`src/rtl/uart_pkg.sv`:
```
// Shared UART definitions: transmitter FSM states, data-bit encodings and frame sizing.
package uart_pkg;

   typedef enum logic [2:0] {
      ST_IDLE,
      ST_START,
      ST_DATA,
      ST_PARITY,
      ST_STOP
   } tx_state_e;

   localparam logic [1:0] DB5 = 2'b00;
   localparam logic [1:0] DB6 = 2'b01;
   localparam logic [1:0] DB7 = 2'b10;
   localparam logic [1:0] DB8 = 2'b11;

   // Clock cycles in one frame with bit period p: start + data + parity + stop(s).
   function automatic int unsigned frame_cycles(input int unsigned p, input logic [1:0] data_bits,
                                                input logic parity_en, input logic two_stop);
      return p * (2 + 5 + int'(data_bits) + int'(parity_en) + int'(two_stop));
   endfunction

endpackage

```
`src/rtl/uart_sync_fifo.sv`:
```
// Synchronous first-word-fall-through FIFO; the head entry is on rdata_o whenever empty_o is low.
module uart_sync_fifo #(
   parameter int WIDTH = 8,
   parameter int DEPTH = 8,
   localparam int AW = $clog2(DEPTH),
   localparam int LW = AW + 1
) (
   input  logic             clk,
   input  logic             resetn,
   input  logic             push_i,
   input  logic [WIDTH-1:0] wdata_i,
   input  logic             pop_i,
   output logic [WIDTH-1:0] rdata_o,
   output logic             full_o,
   output logic             empty_o,
   output logic [LW-1:0]    level_o
);

   logic [WIDTH-1:0] mem_q [DEPTH];
   logic [AW-1:0]    wr_ptr_q;
   logic [AW-1:0]    rd_ptr_q;
   logic [LW-1:0]    level_q;
   logic             do_push;
   logic             do_pop;

   assign full_o  = (level_q == LW'(DEPTH));
   assign empty_o = (level_q == '0);
   assign do_push = push_i && !full_o;
   assign do_pop  = pop_i && !empty_o;
   assign rdata_o = mem_q[rd_ptr_q];
   assign level_o = level_q;

   // NOTE: storage is deliberately not reset; level_q gates every read, so stale entries are never observed.
   always_ff @(posedge clk) begin
      if (do_push) mem_q[wr_ptr_q] <= wdata_i;
   end

   always_ff @(posedge clk) begin
      if (!resetn) begin
         wr_ptr_q <= '0;
         rd_ptr_q <= '0;
         level_q  <= '0;
      end else begin
         if (do_push) wr_ptr_q <= wr_ptr_q + 1'b1;
         if (do_pop)  rd_ptr_q <= rd_ptr_q + 1'b1;
         case ({do_push, do_pop})
            2'b10:   level_q <= level_q + 1'b1;
            2'b01:   level_q <= level_q - 1'b1;
            default: level_q <= level_q;
         endcase
      end
   end

endmodule

```
`src/rtl/uart_tx_cfg.sv`:
```
// Runtime-configurable UART transmitter (5-8 data bits, optional parity, 1/2 stop) fed from a TX FIFO.
module uart_tx_cfg
   import uart_pkg::*;
#(
   parameter int FIFO_DEPTH = 8,
   parameter int CNT_W = 16,
   localparam int LVL_W = $clog2(FIFO_DEPTH) + 1
) (
   input  logic             clk,
   input  logic             resetn,
   input  logic [CNT_W-1:0] cycles_per_bit,
   input  logic [1:0]       cfg_data_bits,
   input  logic             cfg_parity_en,
   input  logic             cfg_parity_odd,
   input  logic             cfg_two_stop,
   input  logic             tx_enable,
   input  logic             s_valid,
   output logic             s_ready,
   input  logic [7:0]       s_data,
   output logic             txd,
   output logic             busy,
   output logic [LVL_W-1:0] fifo_level
);

   tx_state_e        state_q, state_d;
   logic [CNT_W-1:0] cnt_q, cnt_d;
   logic [CNT_W-1:0] per_q, per_d;
   logic [2:0]       bit_q, bit_d;
   logic [2:0]       last_bit_q, last_bit_d;
   logic [7:0]       data_q, data_d;
   logic             stop_q, stop_d;
   logic             par_en_q, par_en_d;
   logic             par_odd_q, par_odd_d;
   logic             two_stop_q, two_stop_d;
   logic             txd_q, txd_d;

   logic             fifo_pop;
   logic             fifo_full;
   logic             fifo_empty;
   logic [7:0]       fifo_rdata;
   logic [CNT_W-1:0] per_eff;
   logic             bit_end;
   logic             launch;
   logic             par_bit;

   uart_sync_fifo #(
      .WIDTH (8),
      .DEPTH (FIFO_DEPTH)
   ) u_fifo (
      .clk     (clk),
      .resetn  (resetn),
      .push_i  (s_valid),
      .wdata_i (s_data),
      .pop_i   (fifo_pop),
      .rdata_o (fifo_rdata),
      .full_o  (fifo_full),
      .empty_o (fifo_empty),
      .level_o (fifo_level)
   );

   assign s_ready = !fifo_full;
   assign busy    = (state_q != ST_IDLE);
   assign txd     = txd_q;

   assign per_eff = (cycles_per_bit < CNT_W'(2)) ? CNT_W'(2) : cycles_per_bit;
   assign bit_end = (cnt_q == per_q - 1'b1);
   // A new frame may start from idle or on the very last cycle of the final stop bit.
   assign launch  = (state_q == ST_IDLE || (state_q == ST_STOP && bit_end && stop_q == two_stop_q))
                    && !fifo_empty && tx_enable;
   assign par_bit = (^(data_q & (8'hFF >> (3'd7 - last_bit_q)))) ^ par_odd_q;

   // NOTE: next-state logic is purely combinational with every output defaulted first (no latches);
   // the state register below uses non-blocking assignments only.
   always_comb begin
      state_d    = state_q;
      cnt_d      = cnt_q;
      per_d      = per_q;
      bit_d      = bit_q;
      last_bit_d = last_bit_q;
      data_d     = data_q;
      stop_d     = stop_q;
      par_en_d   = par_en_q;
      par_odd_d  = par_odd_q;
      two_stop_d = two_stop_q;
      fifo_pop   = 1'b0;

      if (state_q != ST_IDLE) cnt_d = bit_end ? '0 : cnt_q + 1'b1;

      if (launch) begin
         state_d    = ST_START;
         cnt_d      = '0;
         bit_d      = '0;
         stop_d     = 1'b0;
         data_d     = fifo_rdata;
         per_d      = per_eff;
         par_en_d   = cfg_parity_en;
         par_odd_d  = cfg_parity_odd;
         two_stop_d = cfg_two_stop;
         fifo_pop   = 1'b1;
         case (cfg_data_bits)
            DB5:     last_bit_d = 3'd4;
            DB6:     last_bit_d = 3'd5;
            DB7:     last_bit_d = 3'd6;
            DB8:     last_bit_d = 3'd7;
            default: last_bit_d = 3'd7;
         endcase
      end else if (bit_end) begin
         case (state_q)
            ST_START:  state_d = ST_DATA;
            ST_DATA: begin
               if (bit_q == last_bit_q) state_d = par_en_q ? ST_PARITY : ST_STOP;
               else                     bit_d   = bit_q + 1'b1;
            end
            ST_PARITY: state_d = ST_STOP;
            ST_STOP: begin
               if (stop_q == two_stop_q) state_d = ST_IDLE;
               else                      stop_d  = 1'b1;
            end
            default:   state_d = state_q;
         endcase
      end

      // txd is registered from the upcoming state so the line moves on the same edge as the FSM.
      case (state_d)
         ST_START:  txd_d = 1'b0;
         ST_DATA:   txd_d = data_d[bit_d];
         ST_PARITY: txd_d = par_bit;
         default:   txd_d = 1'b1;
      endcase
   end

   always_ff @(posedge clk) begin
      if (!resetn) begin
         state_q    <= ST_IDLE;
         cnt_q      <= '0;
         per_q      <= CNT_W'(2);
         bit_q      <= '0;
         last_bit_q <= 3'd7;
         data_q     <= '0;
         stop_q     <= 1'b0;
         par_en_q   <= 1'b0;
         par_odd_q  <= 1'b0;
         two_stop_q <= 1'b0;
         txd_q      <= 1'b1;
      end else begin
         state_q    <= state_d;
         cnt_q      <= cnt_d;
         per_q      <= per_d;
         bit_q      <= bit_d;
         last_bit_q <= last_bit_d;
         data_q     <= data_d;
         stop_q     <= stop_d;
         par_en_q   <= par_en_d;
         par_odd_q  <= par_odd_d;
         two_stop_q <= two_stop_d;
         txd_q      <= txd_d;
      end
   end

endmodule
```
`config.mk`:
```
export PLATFORM = sky130hd
export DESIGN_NAME = uart_tx_cfg
export DESIGN_NICKNAME = d
export VERILOG_FILES = /design/src/rtl/uart_pkg.sv /design/src/rtl/uart_sync_fifo.sv /design/src/rtl/uart_tx_cfg.sv
export SDC_FILE = /design/constraint.sdc
export NUM_CORES = 1
export LEC_CHECK = 0
export ABC_AREA = 1
export CORE_UTILIZATION = 45
export DETAILED_ROUTE_END_ITERATION = 7
export HOLD_SLACK_MARGIN = 0.1
export PLACE_DENSITY_LB_ADDON = 0.08
export SETUP_SLACK_MARGIN = 0.05
export SYNTH_ARGS = -nofsm -noshare
export SYNTH_HDL_FRONTEND = slang
export SYNTH_SLANG_ARGS = --single-unit
```
`constraint.sdc`:
```
create_clock -name clk -period 2.71 [get_ports clk]
set_input_delay 0.271 -clock clk [delete_from_list [all_inputs] [get_ports clk]]
set_output_delay 0.271 -clock clk [all_outputs]
set_load 0.02 [all_outputs]
```
==> flow_summary.yaml, run 1 <==
routing:
  detail_route.vias_per_cell: 5.198
  dr.pass1.iters: 5
  initialDrtViolationCount: 331
  drc: 0
  wl_per_cell_um: 15.00
  wire_length_after_detailed_routing_mm: 15.36
  route.antenna.remaining_nets: 0
  vias: 5323
floorplan:
  die_width_um: 120.4
  ios: 40
  start_util: 0.4687
  fp.dieH_um: 120.4
  design.die.area_sq_um: 14490
  core_area_sq_um: 13450
  core.rowCount: 42
synthesis:
  post-synth-top-count-cell: "nand2_1"
  synth_cell_type_count: 43
  netlist_top_cells_count: "nand2_1 (168), nor2_1 (104), inv_1 (84)"
  register_bit_total_from_synthesis: 130
  ys_seq_area_frac: 0.5144
  syn-instance-count: 763
  synth_area_sq_um: 6305
  synth_area_leader_cell: "edfxtp_1"
  syn-mean-instance-area_sq_um: 8.263
  syn_nets: 804
  synthTopCellsByArea: "edfxtp_1 (30%), dfxtp_1 (21%), nand2_1 (10%)"
  synth-async-reset-ratio: 0
  ys_dominant_reg_cell: "dfxtp_1"
  synth-edff-count: 64
  yosys_warnings: 0
  synth_top_area_frac: 0.3048
cts:
  cts_tree: "done"
  cts_root_buf: "clkbuf_16"
  tritoncts_num_sinks: 130
  insertion_delay_ns: 0.43
  cts.htree.levels: 4
  ctsLongestPathBuffers: 2
  tritoncts.num_buffers: 17
  clk_pin_slew_ns: 0.06
setup_path:
  critical_path_peak_fanout: 3
  timing.setup.critical_path_class: "flip-flop to flip-flop"
  regToRegStartpoint: "per_q[1]$_SDFFE_PN1N_"
  cp_num_buf_inv: 3
  r2r-end: "u_fifo.level_o[2]$_SDFFE_PN0P_"
  crit_required_ns: 3.03
  setup.worst_path.end_class: "flip-flop"
  crit_path_top_delay_cell: "dfxtp_2"
  reg2regPathDepth: 21
  timing.critical_path.from_type: "flip-flop"
  critPathArrivalTime_ns: 2.95
  regToRegSetupSlack_ns: 0.08
  critPathMaxStageDelay_ns: 0.34
  cpLargestDelayFamily: "simple AND/OR/NAND/NOR gates"
  path_cells: "inv_2 -> ha_4 -> nand2_1 -> nand2_2 -> nand3_2 -> nor2_2 -> nand2_1 -> nor2_2 -> nand2_1 -> nor2_2 -> nand3_2 -> nand2_4 -> nand2_4 -> clkinv_4 -> ha_4 -> xor2_2 -> ha_2 -> a21oi_2 -> xor2_1 -> o21ai_1 -> inv_1"
power_and_ir_drop:
  power.total_uw: 7935
  pwr_density_cell_nw_per_um2: 1015
  switching_share_of_total_power: 0.3941
  p_leak_uw: 0.003176
  power.share.sequential: 0.323
  vdd_drop_max_mv: 0.5665
  cellInternalPower_uw: 4808
  power.switching_uw: 3127
  portion_of_total_power_attributed_to_the_clock_network: 0.273
  power.share.combinational: 0.404
worst_hold_path:
  min-delay-path-class: "primary input to flip-flop"
  hold_path_depth: 3
  min_delay_worst_endpoint: "per_q[0]$_SDFFE_PN0N_"
  hp-start: "cycles_per_bit[0]"
place:
  dpl.hpwl_mm: 10.66
  buffer_ports.inserted: 39
  globalplace.congestion: 0.8844
timing:
  timing.fmax_mhz: 379.8
  period_minus_slack_ns: 2.633
  skew_ns: 0.01160
  final_min_period_over_clock_period: 0.9716
  endpoints_failing_setup: 0
  final.setup.tns_ns: 0
  worstMarginPinSlew_ns: 0.7049
  slew-limit-headroom: 0.5258
  timing.hold.ws_ns: 0.4472
  grt_setup_unrepaired: "true"
  finalMaxSlewViolations: 0
  finalHoldViolations: 0
grt:
  leftover_overflow_at_the_end_of_global_routing: 0
  antenna_violations_before_repair: 0
  first_pass_grt_wire_length_mm: 24.58
  grt_util_all_layers: 0.2215
  grt_pass1_vias: 5118
  pin_count_of_the_biggest_net_entering_global_routing: 33
layout:
  layout.area.seq_sq_um: 3252
  share_of_layout_cells_above_drive_strength_1: 0.1509
  diodes: 0
  layout-area-overhead-vs-synth_pct: 23.97
  filler_cell_count: 1225
  fin_nets: 876
  total_area_of_multi_input_combinational_cells_sq_um: 2803
  final_core_utilization: 0.5810
status:
  outcome: "complete, no violations"
job:
  cap_violations: 0
-- metrics by stage --
stage                     worst slack (ns)  std cells  instance area [sq um]
after detailed placement          -0.03091        985                   7038
final                              0.07689       1024                   7816
after floorplan                    0.07924        763                   6325
after global placement             0.02992        985                   7038
after global routing               -0.2007       1024                   7816
after CTS                          0.03134       1017                   7619
-- worst max-delay path by stage --
stage / from / end / cells past startpoint
after detailed placement: per_q[1]$_SDFFE_PN1N_ / u_fifo.level_o[2]$_SDFFE_PN0P_ / 21
after floorplan: per_q[1]$_SDFFE_PN1N_ / u_fifo.level_o[2]$_SDFFE_PN0P_ / 21
after CTS: per_q[1]$_SDFFE_PN1N_ / u_fifo.level_o[3]$_SDFFE_PN0P_ / 22
after global placement: per_q[1]$_SDFFE_PN1N_ / u_fifo.level_o[2]$_SDFFE_PN0P_ / 21
after global routing: per_q[1]$_SDFFE_PN1N_ / u_fifo.level_o[2]$_SDFFE_PN0P_ / 21
final: per_q[1]$_SDFFE_PN1N_ / u_fifo.level_o[2]$_SDFFE_PN0P_ / 21
-- sequential cells by signal, indices dropped and copies added (netlist names), named ones only --
| name | count |
|---|---|
| u_fifo.mem_q | 64 |
| cnt_q | 16 |
| per_q | 16 |
| data_q | 8 |
| u_fifo.level_o | 4 |
| bit_q | 3 |
| state_q | 3 |
| u_fifo.rd_ptr_q | 3 |
| u_fifo.wr_ptr_q | 3 |
| last_bit_q | 2 |
| par_en_q | 1 |
| par_odd_q | 1 |
| stop_q | 1 |
| two_stop_q | 1 |
| txd | 1 |
-- worst min-delay path: stages --
cell,delay (ns)
clkdlybuf4s50_1,0.40
nand3_1,0.08
o21ai_0,0.07
-- repair_timing --
action,4_1_cts,5_1_grt
resized for setup,4,52
pin swaps,1,32
setup endpoints to repair,3,44
setup buffers,0,7
hold buffers,0,0
-- layout by cell type, fill, tap and decap left out, drive strengths merged --
cell	instances
nand3	42
o21ai	66
nand4	10
nor3	7
buf	32
edfxtp	64
a22o	6
clkinv	11
dfxtp	66
a21oi	27
nand2	176
a22oi	1
nand3b	5
clkbuf	18
inv	91
o31ai	1
a31oi	2
a32o	1
ha	8
o211ai	2
nor2	112
clkdlybuf4s50	39
a32oi	1
nor4	3
xnor2	17
bufinv	1
mux2i	1
o221ai	5
clkinvlp	1
o22ai	15
nor3b	4
xor2	11
o2111ai	1
and2	1
-- cell families (layout without fill, tap and decap cells) --
| group | Yosys count | count (layout) | share of synthesized area |
|---|---|---|---|
| buffers and inverters | 108 | 193 | 0.06727 |
| muxes | 1 | 1 | 0.001588 |
| and+or+nand+nor | 360 | 360 | 0.2469 |
| xor gates and xnor gates | 28 | 28 | 0.03890 |
| AOI/OAI and AO/OA | 128 | 128 | 0.1151 |
| DFF | 130 | 130 | 0.5144 |
| adders and majority gates | 8 | 8 | 0.01588 |
-- power groups by stage --
stage	registers [uW]	logic, uW	clock network (uW)
6_report	2560	3210	2160
5_1_grt	2600	3580	2270
4_1_cts	2550	2980	2190
3_5_place_dp	2580	2950	0
3_3_place_gp	2570	2920	0
2_1_floorplan	2560	2060	0
-- layout make-up --
| class | instances | area share |
|---|---|---|
| sequential | 130 | 0.4160 |
| multi-input combinational | 525 | 0.3586 |
| timing repair buffer | 71 | 0.08116 |
| inverter | 90 | 0.04434 |
| clock buffer | 18 | 0.05491 |
| tap | 176 | 0.02817 |
| clock inverter | 14 | 0.01681 |
-- layer usage --
metal  wire length, um  share of wire  GRT usage  up-vias
li1                  -              -          -     2680
met1              6672           0.43     0.2619     2478
met5                 0              0          0        -
met3               670          0.044    0.05425       36
met2              7591           0.49     0.3754      129
met4               422          0.027     0.1088        0
Note: power is estimated with default switching activity, not from simulation.
==> run 2: changes to the inputs <==
SLEW_MARGIN = 20   (was not set)
==> results of run 2 <==
Same layout as run 1: the final DEF is identical, and so are final timing and power.
==> run 3: changes to the inputs <==
CAP_MARGIN = 10   (was not set)
TNS_END_PERCENT = 20   (was not set)
==> results of run 3 <==
Same layout as run 1: the final DEF is identical, and so are final timing and power.
